## src/rtl/axi_master_fsm.sv

```systemverilog
// axi_master_fsm
//   Single-beat AXI-lite style initiator for the byte-memory slave. One read or
//   write command is accepted at a time from local logic. The block runs the
//   AW/W/B or AR/R handshakes and reports completion with a one-cycle rsp_done
//   pulse and an error flag.
//
// Ports
//   M_ACLK, M_ARRESET_N            clock (rising edge), async active-low reset
//   cmd_valid/cmd_ready            command handshake; cmd_ready is high only in IDLE
//   cmd_write/addr/wdata/strb      command payload; strb is used as WSTRB on
//                                  writes and as the byte-lane enables on reads
//   rsp_done/rsp_err/rsp_rdata     completion pulse, error flag, read data
//   M_AW*/S_AWREADY, M_W*/S_WREADY write address and write data channels
//   M_BREADY/S_BRESP/S_BVALID      write response channel
//   M_AR*/S_ARREADY                read address channel
//   M_RREADY/M_BLEN/S_RVALID/S_RDATA read data channel and byte-lane enables
//
// Every output is a flop, so there is no combinational path from S_* to M_*.
module axi_master_fsm #(
  parameter int unsigned ADDR_W  = 32,
  parameter int unsigned TIMEOUT = 255
) (
  input  logic              M_ACLK,
  input  logic              M_ARRESET_N,
  input  logic              cmd_valid,
  output logic              cmd_ready,
  input  logic              cmd_write,
  input  logic [ADDR_W-1:0] cmd_addr,
  input  logic [31:0]       cmd_wdata,
  input  logic [3:0]        cmd_strb,
  output logic              rsp_done,
  output logic              rsp_err,
  output logic [31:0]       rsp_rdata,
  output logic              M_AWVALID,
  output logic [ADDR_W-1:0] M_AWADDR,
  input  logic              S_AWREADY,
  output logic              M_WVALID,
  output logic [31:0]       M_WDATA,
  output logic [3:0]        M_WSTRB,
  input  logic              S_WREADY,
  output logic              M_BREADY,
  input  logic [1:0]        S_BRESP,
  input  logic              S_BVALID,
  output logic              M_ARVALID,
  output logic [ADDR_W-1:0] M_ARADDR,
  input  logic              S_ARREADY,
  output logic              M_RREADY,
  output logic [3:0]        M_BLEN,
  input  logic              S_RVALID,
  input  logic [31:0]       S_RDATA
);

  typedef enum logic [2:0] {IDLE, WADDR, WRESP, RADDR, RDATA, DONE} state_t;

  localparam int unsigned CNT_W = $clog2(TIMEOUT + 1);
  // Abort fires on the last of TIMEOUT waiting cycles, so a stalled VALID is
  // held for exactly TIMEOUT cycles.
  localparam logic [CNT_W-1:0] TMO_LAST = CNT_W'(TIMEOUT - 1);

  state_t           state;
  logic [CNT_W-1:0] tmo_cnt;
  logic             tmo_hit;
  logic             aw_left;
  logic             w_left;
  logic [31:0]      rdata_masked;

  assign tmo_hit = (tmo_cnt == TMO_LAST);
  // A channel is still outstanding if its VALID is up and this edge is not its transfer.
  assign aw_left = M_AWVALID & ~S_AWREADY;
  assign w_left  = M_WVALID  & ~S_WREADY;

  always_comb begin
    rdata_masked = '0;
    for (int unsigned i = 0; i < 4; i++) begin
      rdata_masked[8*i +: 8] = M_BLEN[i] ? S_RDATA[8*i +: 8] : 8'h00;
    end
  end

  always_ff @(posedge M_ACLK or negedge M_ARRESET_N) begin
    if (!M_ARRESET_N) begin
      state     <= IDLE;
      tmo_cnt   <= '0;
      cmd_ready <= 1'b0;
      rsp_done  <= 1'b0;
      rsp_err   <= 1'b0;
      rsp_rdata <= '0;
      M_AWVALID <= 1'b0;
      M_AWADDR  <= '0;
      M_WVALID  <= 1'b0;
      M_WDATA   <= '0;
      M_WSTRB   <= '0;
      M_BREADY  <= 1'b0;
      M_ARVALID <= 1'b0;
      M_ARADDR  <= '0;
      M_RREADY  <= 1'b0;
      M_BLEN    <= '0;
    end else begin
      rsp_done <= 1'b0;
      case (state)
        IDLE: begin
          cmd_ready <= 1'b1;
          tmo_cnt   <= '0;
          if (cmd_valid && cmd_ready) begin
            cmd_ready <= 1'b0;
            if (cmd_write) begin
              M_AWADDR  <= cmd_addr;
              M_WDATA   <= cmd_wdata;
              M_WSTRB   <= cmd_strb;
              M_AWVALID <= 1'b1;
              M_WVALID  <= 1'b1;
              state     <= WADDR;
            end else begin
              M_ARADDR  <= cmd_addr;
              M_BLEN    <= cmd_strb;
              M_ARVALID <= 1'b1;
              state     <= RADDR;
            end
          end
        end

        WADDR: begin
          if (S_AWREADY) M_AWVALID <= 1'b0;
          if (S_WREADY)  M_WVALID  <= 1'b0;
          if (!aw_left && !w_left) begin
            M_BREADY <= 1'b1;
            tmo_cnt  <= '0;
            state    <= WRESP;
          end else if (tmo_hit) begin
            M_AWVALID <= 1'b0;
            M_WVALID  <= 1'b0;
            rsp_err   <= 1'b1;
            rsp_done  <= 1'b1;
            tmo_cnt   <= '0;
            state     <= DONE;
          end else begin
            tmo_cnt <= tmo_cnt + CNT_W'(1);
          end
        end

        WRESP: begin
          if (S_BVALID) begin
            M_BREADY <= 1'b0;
            rsp_err  <= |S_BRESP;
            rsp_done <= 1'b1;
            tmo_cnt  <= '0;
            state    <= DONE;
          end else if (tmo_hit) begin
            M_BREADY <= 1'b0;
            rsp_err  <= 1'b1;
            rsp_done <= 1'b1;
            tmo_cnt  <= '0;
            state    <= DONE;
          end else begin
            tmo_cnt <= tmo_cnt + CNT_W'(1);
          end
        end

        RADDR: begin
          // An early S_RVALID is deliberately ignored here; R is taken only in RDATA.
          if (S_ARREADY) begin
            M_ARVALID <= 1'b0;
            M_RREADY  <= 1'b1;
            tmo_cnt   <= '0;
            state     <= RDATA;
          end else if (tmo_hit) begin
            M_ARVALID <= 1'b0;
            rsp_err   <= 1'b1;
            rsp_done  <= 1'b1;
            tmo_cnt   <= '0;
            state     <= DONE;
          end else begin
            tmo_cnt <= tmo_cnt + CNT_W'(1);
          end
        end

        RDATA: begin
          if (S_RVALID) begin
            M_RREADY  <= 1'b0;
            rsp_rdata <= rdata_masked;
            rsp_err   <= 1'b0;
            rsp_done  <= 1'b1;
            tmo_cnt   <= '0;
            state     <= DONE;
          end else if (tmo_hit) begin
            M_RREADY <= 1'b0;
            rsp_err  <= 1'b1;
            rsp_done <= 1'b1;
            tmo_cnt  <= '0;
            state    <= DONE;
          end else begin
            tmo_cnt <= tmo_cnt + CNT_W'(1);
          end
        end

        DONE: begin
          rsp_err   <= 1'b0;
          cmd_ready <= 1'b1;
          tmo_cnt   <= '0;
          state     <= IDLE;
        end

        default: state <= IDLE;
      endcase
    end
  end

endmodule

```

## config.mk

```make
export PLATFORM = sky130hd
export DESIGN_NAME = axi_master_fsm
export DESIGN_NICKNAME = d
export VERILOG_FILES = /design/src/rtl/axi_master_fsm.sv
export SDC_FILE = /design/constraint.sdc
export NUM_CORES = 1
export LEC_CHECK = 0
export CAP_MARGIN = 20
export CORE_MARGIN = 5
export CORE_UTILIZATION = 47
export DETAILED_ROUTE_END_ITERATION = 6
export HOLD_SLACK_MARGIN = 0.02
export PLACE_DENSITY = 0.86
export SLEW_MARGIN = 20
export SYNTH_ARGS = -nofsm -noshare
export SYNTH_HDL_FRONTEND = slang
export SYNTH_SLANG_ARGS = --single-unit
```

## constraint.sdc

```tcl
create_clock -name M_ACLK -period 4.65 [get_ports M_ACLK]
set_clock_uncertainty 0.15 [all_clocks]
set_input_delay 0.6975 -clock M_ACLK [delete_from_list [all_inputs] [get_ports M_ACLK]]
set_output_delay 0.6975 -clock M_ACLK [all_outputs]
set_load 0.01 [all_outputs]
```

# Word-level counts from Yosys, hierarchy flattened
# Cells that the tools add are included.
# word_totals
regBits	155
in_bits	111
out_inout_bits	144
elab_cells	113
# op_classes
add_sub_neg	1
n_eq_ne	16
n_mux	53
bitwise	5
n_reduce_logical	22
# op_table
cell	count
$mux W8	9
$pmux W8 S5	1
$mux W1	27
$mux W3	6
$reduce_and A3 Y1	6
$pmux W3 S5	1
$ne A2 B2 Y1 const B	7
$pmux W1 S2	6
$reduce_bool A2 Y1	5
$reduce_bool A5 Y1	2
$ne A3 B3 Y1 const B	3
$add A8 B1 Y8 const B	1
$eq A8 B8 Y1 const B	1
$eq A3 B2 Y1 const B	2
$eq A3 B3 Y1 const B	2
$pmux W1 S5	1
$pmux W1 S4	1
$reduce_and A4 Y1	1
$reduce_or A2 Y1	2
$eq A3 B1 Y1 const B	1
$logic_not A3 Y1	1
$not A1 Y1	3
$and A1 B1 Y1	2
$logic_and A1 B1 Y1	2
other kinds (3)	4

# Depth between registers and ports, before layout
# depth
depth_word	6
ltp_mapped	7
ltp_nobuf	5

# Least setup slack after synthesis
# OpenSTA, ideal clock, no wires.
# synth_path
path_kind	input -> register
start	input cmd_valid
end	register M_ARADDR[0]
setup_time_ps	125
t_arrival_ps	1759
t_required_ps	4375
setup_slack_ps	2616
path_stages	4
path_buffers	1
cell_sequence	nand3b_4 > nor4_4 > buf_6 > mux2_2
# synth_between
elab_chain_cells	2
# synth_rtl
item	line	text
start, declared	25	input logic cmd_valid,
$logic_and A1 B1 Y1	103	if (cmd_valid && cmd_ready) begin
$reduce_and A3 Y1 (no source line)	n/a	
end signal, assigned	113	M_ARADDR <= cmd_addr;
end, declared	45	output logic [ADDR_W-1:0] M_ARADDR,
# No other way between the ends.
# A chain may end at the register's enable or synchronous reset.

# Final worst setup path
# layout_path
start	input cmd_valid
end	register M_WDATA[28]
# layout_between
elab_chain_cells	2
# layout_rtl
item	line	text
$logic_and A1 B1 Y1	103	
$reduce_and A3 Y1 (no source line)	n/a	
end signal, assigned	107	M_WDATA <= cmd_wdata;
end, declared	38	output logic [31:0] M_WDATA,
# No other way between the ends.

==> impl_metrics.yaml <==
setup_path:
  ff2ff_setup_slack_ns: 2.04
  timing.critical_path.required_ns: 4.79
  critical_path.reg2reg.endpoint: "M_WDATA[28]"
  worstRegToRegCells: 4
  cp-startpoint: "cmd_valid"
  beginning_of_the_worst_register_to_register_path: "state[2]"
  critPathMaxFanout: 40
  timing.critical_path.slowest_stage_cell: "and2_2"
  timing.critical_path.arrival_ns: 2.84
  timing.critical_path.to_type: "register"
  critPathMaxStageDelay_ns: 0.82
  crit_type: "in -> reg"
  critical_path.startpoint_type: "primary input"
  crit_path_cell_trace: "clkdlybuf4s50_1 > nand3b_4 > nor3_1 > and2_2 > mux2_2"
timing:
  fin_crit_sh_pct: 58.1
  setup_violations: 0
  setup_total_negative_slack_ns: 0
  report.final.slew_viol_count: 0
  layout_setup_ws_ns: 1.95
  max_freq_mhz: 370
  maxSlewHeadroom_pct: 37.2
  max_slew.worst_pin.slew_ns: 0.942
  layout_min_cycle_time_ns: 2.70
  hold_viol: 0
  setup_repair_after_global_routing_missed_its_margin: "false"
placement:
  gpl.final_weighted_congestion: 0.878
  placement.io_buffers: 254
  post-place-ws_ns: 1.55
  dp_wirelength_um: 13000
synth:
  netlist-cell-type-count: 46
  synth.net_count: 607
  synth_enable_flop_cells: 0
  async_reset_ff_share_pct: 100
  synthesis.area_per_instance_um2: 12.8
  number_of_synthesized_register_bits: 155
  synthCells: 494
  synth_sequential_area_ratio_pct: 61.4
  synth-main-ff-cell: "dfrtp_1"
  synth_area_um2: 6310
  synth-warning-count: 0
finish:
  mostFrequentLayoutCell: "clkdlybuf4s50_1"
  drive_above_1_share_pct: 18.9
  finalNetCount: 853
  area.growth.synth_to_final_pct: 51.3
  diodes: 0
  most-common-layout-cells: "clkdlybuf4s50_1, dfrtp_1, mux2_2"
power_and_ir_drop:
  clock_power_share_pct: 20.6
  p_int_w: 0.00455
  leakagePower_nw: 4.02
  power.density_nw_per_um2: 699
  switching_power_share_of_the_total_pct: 31.9
  max-vdd-ir-drop_mv: 0.405
  p_seq_share_pct: 36.6
  switchingPower_w: 0.00213
  comb_power_share_pct: 42.8
route:
  detail_route.wirelength_um: 17700
  drc: 0
  route.antenna.remaining_nets: 0
  detailroute.via_count: 4811
  post_drt_wl_per_cell_um: 19.0
  drt-initial-drc-count: 286
  route.detailed.vias_per_inst: 5.18
  drt-pass1-iter-count: 4
clocking:
  htreeDepth: 4
  cts.clk_slew.worst_paths_ns: 0.06
  post-cts-setup-buffers: 0
  cts-root-to-sink-buffers: 2
  cts_sinks: 155
  ctsResizeCount: 0
  cts_hold_buffers: 0
  clock_insertion_delay_worst_skew_ns: 0.41
  clockRootBuffer: "clkbuf_16"
  cts_buffer_count: 17
  tritoncts: "yes"
run:
  max-cap-violations: 0
die:
  core-area_um2: 13200
  effective_utilization_at_floorplan_pct: 47.9
  fp.dieH_um: 126
  fp-row-count: 42
  dieArea_um2: 15800
  fp.dieW_um: 126
  io_pins: 255
global_routing:
  grt_pass1_wl_um: 27800
  grtUsageTotal_pct: 22.3
  grt.overflow.total: 0
  grt_max_degree: 95
  initial_antenna_violation_count: 0
  first_global_vias: 5114
min_path:
  timing.hold.worst.class: "in -> async"
status:
  outcome: "completed"
-- final cells by class --
cell class,instances,area [um^2]
clock buffers,20,447
clock inverters,12,148
fillers,896,3640
inverters,6,22.5
multi-input cells,302,2260
flip-flops and latches,155,3880
well taps,176,220
repair buffers,258,2570
-- logic make-up after synthesis --
family | count (synthesis) | synth area share [%]
XOR/XNOR | 6 | 0.833
buffers and inverters | 37 | 2.99
AND/OR/NAND/NOR | 113 | 8.35
flip-flops | 155 | 61.4
multiplexers | 104 | 18.6
adder cells (fa/ha/maj) | 2 | 0.396
AO/OA/AOI/OAI | 77 | 7.43
-- power by group through the flow --
stage	logic, W	registers (W)	clock network [W]
final	0.00286	0.00244	0.00138
after global routing	0.00307	0.00254	0.00146
after CTS	0.00290	0.00245	0.00140
after detailed placement	0.00288	0.00246	0
after global placement	0.00279	0.00242	0
after floorplan	0.000999	0.00263	0
-- cells in the mapped netlist, types with 4 or more instances --
master / instances / area (um^2)
mux2_2: 100 / 1130
o21ai_0: 39 / 195
nor2_1: 6 / 22.5
dfrtp_1: 155 / 3880
buf_2: 7 / 35.0
inv_1: 5 / 18.8
xor2_1: 6 / 52.6
nand2b_1: 8 / 50.1
nand3_1: 6 / 30.0
clkbuf_1: 10 / 37.5
nand2_1: 76 / 285
buf_4: 5 / 37.5
a21oi_1: 15 / 75.1
mux2_1: 4 / 45.0
buf_1: 6 / 22.5
-- how the worst max path moves through the flow --
stage                  end  slack [ns]  cells after the start
2_1_floorplan  M_ARADDR[0]        2.62                      4
3_3_place_gp    M_WDATA[7]        1.67                      5
3_5_place_dp    M_WDATA[2]        1.55                      5
4_1_cts        M_WDATA[28]        1.99                      5
5_1_grt         M_WDATA[2]        1.87                      5
6_report       M_WDATA[28]        1.95                      5
-- per-stage QoR --
stage	util (%)	hold slack [ns]	total power [W]	instances	instance area, um^2
floorplan	-	0.252	0.00363	494	6310
global placement	67.8	0.314	0.00521	897	8950
detailed placement	67.8	0.322	0.00534	897	8950
CTS	72.3	0.241	0.00674	929	9540
global route	72.4	0.276	0.00707	929	9550
finish	72.4	0.200	0.00668	929	9550
-- per-layer routing --
| metal | vias to the layer above | global-route usage [%] | share of wire, % |
|---|---|---|---|
| li1 | 2212 | - | - |
| met1 | 2321 | 25.1 | 38 |
| met2 | 248 | 37.4 | 50 |
| met3 | 30 | 9.23 | 9.9 |
| met4 | 0 | 9.59 | 3.0 |
| met5 | - | 0 | 0 |
-- critical path, delay by kind of cell --
| kind | cells | cell delay, ns |
|---|---|---|
| buffers and inverters | 1 | 0.52 |
| multiplexers | 1 | 0.43 |
| AND/OR/NAND/NOR | 3 | 1.17 |
-- sequential cells by signal, indices dropped and copies added, names as in the netlist --
name / flops
M_ARADDR: 32
M_ARVALID: 1
M_AWADDR: 32
M_AWVALID: 1
M_BLEN: 4
M_BREADY: 1
M_RREADY: 1
M_WDATA: 32
M_WSTRB: 4
M_WVALID: 1
cmd_ready: 1
rsp_done: 1
rsp_err: 1
rsp_rdata: 32
state: 3
tmo_cnt: 8
(Power assumes the default switching activity.)
